## src/rtl/ima_driver.sv

```systemverilog
`default_nettype none
// ============================================================================
//  Module      : ima_driver
//  Description : Stimulus/driver for the YODA image masking accelerator.
//                Walks a generated IMG_W x IMG_H greyscale image in raster
//                order (one pixel per clock), zeroes pixels outside a
//                rectangular window, streams the masked pixels with their
//                addresses and accumulates a wrapping checksum.
//  Options     : IMA_DRIVER_AUTO_START_EN - implicit start on the first
//                rising edge after reset release (one frame, then the
//                start port keeps working as usual).
//  Revision    : 1.0 - initial release
// ============================================================================
module ima_driver #(
    parameter int IMG_W  = 8,
    parameter int IMG_H  = 8,
    parameter int PIX_W  = 8,
    parameter int WIN_X0 = 2,
    parameter int WIN_Y0 = 2,
    parameter int WIN_X1 = 5,
    parameter int WIN_Y1 = 5,
    parameter int CSUM_W = 16
) (
    input  logic                               clk_driver,
    input  logic                               rst_driver,
    input  logic                               start,
    output logic                               busy,
    output logic                               done,
    output logic                               out_valid,
    output logic [$clog2(IMG_W*IMG_H)-1:0]     out_addr,
    output logic [PIX_W-1:0]                   out_pixel,
    output logic [CSUM_W-1:0]                  checksum
);

    localparam int          c_addr_w = $clog2(IMG_W*IMG_H);
    localparam int          c_x_w    = $clog2(IMG_W);
    localparam int          c_y_w    = $clog2(IMG_H);
    localparam logic [31:0] c_win_x0 = 32'(WIN_X0);
    localparam logic [31:0] c_win_x1 = 32'(WIN_X1);
    localparam logic [31:0] c_win_y0 = 32'(WIN_Y0);
    localparam logic [31:0] c_win_y1 = 32'(WIN_Y1);

    typedef enum logic [1:0] {
        S_IDLE = 2'd0,
        S_RUN  = 2'd1,
        S_DONE = 2'd2
    } state_t;

    state_t                r_state;
    state_t                w_next;
    logic                  w_start;
    logic                  w_launch;
    logic                  w_step;
    logic                  w_finish;

    logic [c_x_w-1:0]      r_x;
    logic [c_y_w-1:0]      r_y;
    logic [c_addr_w-1:0]   r_pos;      // tracks y*IMG_W+x without a multiplier
    logic                  r_busy;
    logic                  r_done;
    logic                  r_out_valid;
    logic [c_addr_w-1:0]   r_out_addr;
    logic [PIX_W-1:0]      r_out_pixel;
    logic [CSUM_W-1:0]     r_checksum;

    logic                  w_last_x;
    logic                  w_last_y;
    logic                  w_inside;
    logic [PIX_W-1:0]      w_src;
    logic [PIX_W-1:0]      w_masked;

`ifdef IMA_DRIVER_AUTO_START_EN
    logic                  r_auto_pend;

    // One-shot: armed by reset, fires on the first edge after release.
    always_ff @(posedge clk_driver or posedge rst_driver) begin
        if (rst_driver) begin
            r_auto_pend <= 1'b1;
        end else begin
            r_auto_pend <= 1'b0;
        end
    end

    assign w_start = start | r_auto_pend;
`else
    assign w_start = start;
`endif

    // Pixel generation and window mask; an empty window simply never matches.
    assign w_last_x = (r_x == c_x_w'(IMG_W - 1));
    assign w_last_y = (r_y == c_y_w'(IMG_H - 1));
    assign w_src    = PIX_W'(32'(r_pos));
    assign w_inside = (32'(r_x) >= c_win_x0) && (32'(r_x) <= c_win_x1) &&
                      (32'(r_y) >= c_win_y0) && (32'(r_y) <= c_win_y1);
    assign w_masked = w_inside ? w_src : '0;

    // State register; busy is registered so it mirrors state==RUN exactly.
    always_ff @(posedge clk_driver or posedge rst_driver) begin
        if (rst_driver) begin
            r_state <= S_IDLE;
            r_busy  <= 1'b0;
        end else begin
            r_state <= w_next;
            r_busy  <= (w_next == S_RUN);
        end
    end

    // Next-state decode; start is only honoured outside RUN.
    always_comb begin
        w_next   = r_state;
        w_launch = 1'b0;
        w_step   = 1'b0;
        w_finish = 1'b0;
        case (r_state)
            S_IDLE: begin
                if (w_start) begin
                    w_next   = S_RUN;
                    w_launch = 1'b1;
                end
            end
            S_RUN: begin
                w_step = 1'b1;
                if (w_last_x && w_last_y) begin
                    w_next = S_DONE;
                end
            end
            S_DONE: begin
                if (w_start) begin
                    w_next   = S_RUN;
                    w_launch = 1'b1;
                end else begin
                    w_finish = 1'b1;
                end
            end
            default: begin
                w_next = S_IDLE;
            end
        endcase
    end

    // Datapath: frame setup, raster walk with output register, and done.
    always_ff @(posedge clk_driver or posedge rst_driver) begin
        if (rst_driver) begin
            r_x         <= '0;
            r_y         <= '0;
            r_pos       <= '0;
            r_done      <= 1'b0;
            r_out_valid <= 1'b0;
            r_out_addr  <= '0;
            r_out_pixel <= '0;
            r_checksum  <= '0;
        end else if (w_launch) begin
            r_x         <= '0;
            r_y         <= '0;
            r_pos       <= '0;
            r_done      <= 1'b0;
            r_out_valid <= 1'b0;
            r_checksum  <= '0;
        end else if (w_step) begin
            r_out_valid <= 1'b1;
            r_out_addr  <= r_pos;
            r_out_pixel <= w_masked;
            r_checksum  <= r_checksum + CSUM_W'(w_masked);
            r_pos       <= r_pos + 1'b1;
            if (w_last_x) begin
                r_x <= '0;
                r_y <= w_last_y ? '0 : r_y + 1'b1;
            end else begin
                r_x <= r_x + 1'b1;
            end
        end else if (w_finish) begin
            r_out_valid <= 1'b0;
            r_done      <= 1'b1;
        end
    end

    assign busy      = r_busy;
    assign done      = r_done;
    assign out_valid = r_out_valid;
    assign out_addr  = r_out_addr;
    assign out_pixel = r_out_pixel;
    assign checksum  = r_checksum;

endmodule
`default_nettype wire

```

## config.mk

```make
export PLATFORM = sky130hd
export DESIGN_NAME = ima_driver
export DESIGN_NICKNAME = d
export VERILOG_FILES = /design/src/rtl/ima_driver.sv
export SDC_FILE = /design/constraint.sdc
export NUM_CORES = 1
export LEC_CHECK = 0
export ABC_AREA = 1
export CORE_UTILIZATION = 52
export CTS_CLUSTER_DIAMETER = 80
export CTS_CLUSTER_SIZE = 10
export DETAILED_ROUTE_END_ITERATION = 12
export PLACE_DENSITY = 0.83
export SLEW_MARGIN = 20
export SYNTH_ARGS = -nofsm -noshare
export SYNTH_HDL_FRONTEND = slang
export SYNTH_SLANG_ARGS = --single-unit
```

## constraint.sdc

```tcl
create_clock -name clk_driver -period 3 [get_ports clk_driver]
set_input_delay 0.45 -clock clk_driver [delete_from_list [all_inputs] [get_ports clk_driver]]
set_output_delay 0.45 -clock clk_driver [all_outputs]
set_load 0.005 [all_outputs]
```

==> run metrics <==
status=finished, violations left; failing checks=DRC; Logic pwr share=51.8%; NetSw=1220 uW; Reg clk slew, reported paths=roughly 0.08 ns; Fin Setup TNS=0 ns; clk_lat worst skew=around 0.29 ns; Max transition margin=between 60% and 70%; crit path DAT=roughly 2.8 ns; Worst Skew=0.00750 ns; post-layout util=roughly 66%; share of layout cells above drive strength 1=6.55%; Total Routed Length=around 5.3 mm; Starting DRT DRC Count=140; f_max=between 0.3 and 0.4 GHz; std cell rows=24; htree depth=2; total of max-cap violations=0; Sw Share=around two fifths; WP data required=approximately 3.2 ns; first-pass GRT wire length=~9.1 mm; Yosys cell types=35; Critical Path Start Type=flip-flop; post-DP HPWL=3.80 mm; most common cell in the netlist=nand2_1; placer congestion estimate=slightly below 0.9; Min-Delay Path Class=reg -> reg; Mapped Area=approximately 0.0025 mm2; critical setup path kind=reg -> reg; top-area cell type share of the netlist area=a little under half; DRC viols=5; GRT Total Usage=roughly 23%; DIE WIDTH=about 71 um; WL/cell=approximately 13 um; largest net degree at the start of global routing=46; total grt overflow=0; post-synthesis cell count=approximately 310; vias per cell=between 5 and 6; fin. max-slew vios=0; YS warnings=0; Core ar.=~0.0045 mm2; main area contributors after synthesis=dfrtp_1 45%, nand2_1 12%, ha_1 7.6%; FF+latch count, synth=45; fin worst setup slack=0.338 ns; clk sink count=45; IO Count=36; Routed Antenna Nets=0; Power Internal=between 1500 and 2000 uW; ys flop type=dfrtp_1; DP Worst Slack=between 0.3 and 0.4 ns; hold-fix buffers at CTS=0; Final setup viols=0; detailed-route via count=2140; RSZ-0062 raised after global routing=false; VDD IR max=between 0.0005 and 0.0006 V; number of nets in the layout=roughly 370; worst-margin pin slew=0.553 ns; CP max FO=6; Die Area=0.00506 mm2; initial antenna violation count=0; top post-synthesis cells by count=81 x nand2_1, 45 x dfrtp_1, 41 x inv_1, 31 x nor2_1, 23 x nand3_1; vias in the first global route=slightly above 2000; area grow syn2layout=18.4%; Clk pwr share=approximately an eighth; crit end category=flip-flop; CTS tree=built; Mean Syn Cell Area=roughly 8 um2; sequential share of the synthesized area=45.3%; Root Driver=clkbuf_8; P_leak=around 0.0015 uW; Initial Utilization=between 50% and 60%; power per standard cell area=985 mW/mm2; DIE HEIGHT=~71 um; cts repair resizes=0; largest area contributor in the netlist=dfrtp_1; crit path time final=between 2 and 3 ns; First-pass DRT Iterations=10; PortBufs=33; Fillers=394; ANT cells=0; TritonCTS Buffers=5; Post-synth EDFFs=0; Reg power frac=around 36%; clock buffer depth=2; overall power=between 2000 and 3000 uW; ys async rst share=100%; final hold viol count=0; Tcrit/Tclk final=roughly 89%
==> worst paths after layout <==
check / slack [ns] / end / startpoint / cells after the start
hold / removal: 0.48 / out_pixel[4] / out_pixel[4] / 2
hold reg to reg: 0.48 / out_pixel[4] / out_pixel[4] / 2
setup reg to reg: 0.34 / checksum[6] / r_x[0] / 15
setup / recovery: 0.34 / checksum[6] / r_x[0] / 15
max in group asynchronous: 2.02 / checksum[8] / rst_driver / 3
min in group asynchronous: 0.60 / out_pixel[1] / rst_driver / 3
==> layout by cell type, fill, tap and decap left out, drive strengths merged, types with 8 or more instances in the layout <==
cell type	n
nand2	85
dfrtp	45
inv	42
clkdlybuf4s50	33
nor2	32
nand3	24
o21ai	23
ha	15
a21oi	8
==> timing repair <==
action	in CTS	in global routing
setup buffers	0	3
endpoints found under the setup margin	0	1
endpoints found under the hold margin	0	0
==> critical path, cell delays in order (launching register included) <==
cell and delay [ns]:
dfrtp_1 0.40, inv_1 0.10, ha_1 0.20, o31ai_1 0.30, nor2_2 0.10, inv_1 0.15, nor2_1 0.06, ha_1 0.23
fa_1 0.39, nand2_1 0.09, nand2_1 0.07, nand3_1 0.07, nand2_1 0.12, nand2_1 0.10, xor2_1 0.14, nor2_1 0.05
==> layer usage <==
metal  vias up  track usage (%)  routed length [um]
met1      1013             29.8                2470
met2        44             39.4                2630
li1       1077                -                   -
met3         6             3.85                 172
met4         0             6.67                  55
met5         -                0                   0
==> area by class of cell <==
cell class              count  area (um2)  area share (%)
repair buffers             37         360            12.3
well taps                  52        65.1            2.21
inverters                  44         165            5.61
clock inverters             2        10.0           0.340
flip-flops and latches     45        1130            38.3
clock buffers               6        72.6            2.47
multi-input cells         217        1140            38.8
==> per-stage QoR <==
stage / hold WS [ns] / area (um2) / instances
2_1_floorplan: 0.469 / 2490 / 314
3_3_place_gp: 0.462 / 2840 / 392
3_5_place_dp: 0.465 / 2840 / 392
4_1_cts: 0.487 / 2920 / 400
5_1_grt: 0.509 / 2940 / 403
6_report: 0.482 / 2940 / 403
==> state kept, by name, summed over array words and instances, names as in the netlist <==
register and flops:
r_pos 6, busy 1, r_state 2, out_valid 1, checksum 16, out_addr 6, r_x 3, done 1
r_y 3, out_pixel 6
==> logic make-up (layout without fill, tap and decap cells) <==
logic type | after synthesis | after routing | share of synthesized area [%]
AND/OR/NAND/NOR | 156 | 156 | 27.1
buffers and inverters | 52 | 89 | 8.82
flip-flops | 45 | 45 | 45.3
AO/OA/AOI/OAI | 41 | 41 | 9.47
adder cells (fa/ha/maj) | 16 | 16 | 8.36
other | 1 | 2 | 0.151
XOR/XNOR | 1 | 1 | 0.353
multiplexers | 1 | 1 | 0.403
==> power by group through the flow <==
stage / clock [uW] / combinational [uW] / sequential (uW)
2_1_floorplan: 0 / 940 / 1030
3_3_place_gp: 0 / 1380 / 1040
3_5_place_dp: 0 / 1440 / 1050
4_1_cts: 377 / 1460 / 1040
5_1_grt: 395 / 1710 / 1070
6_report: 357 / 1500 / 1040
(Power assumes the default switching activity.)
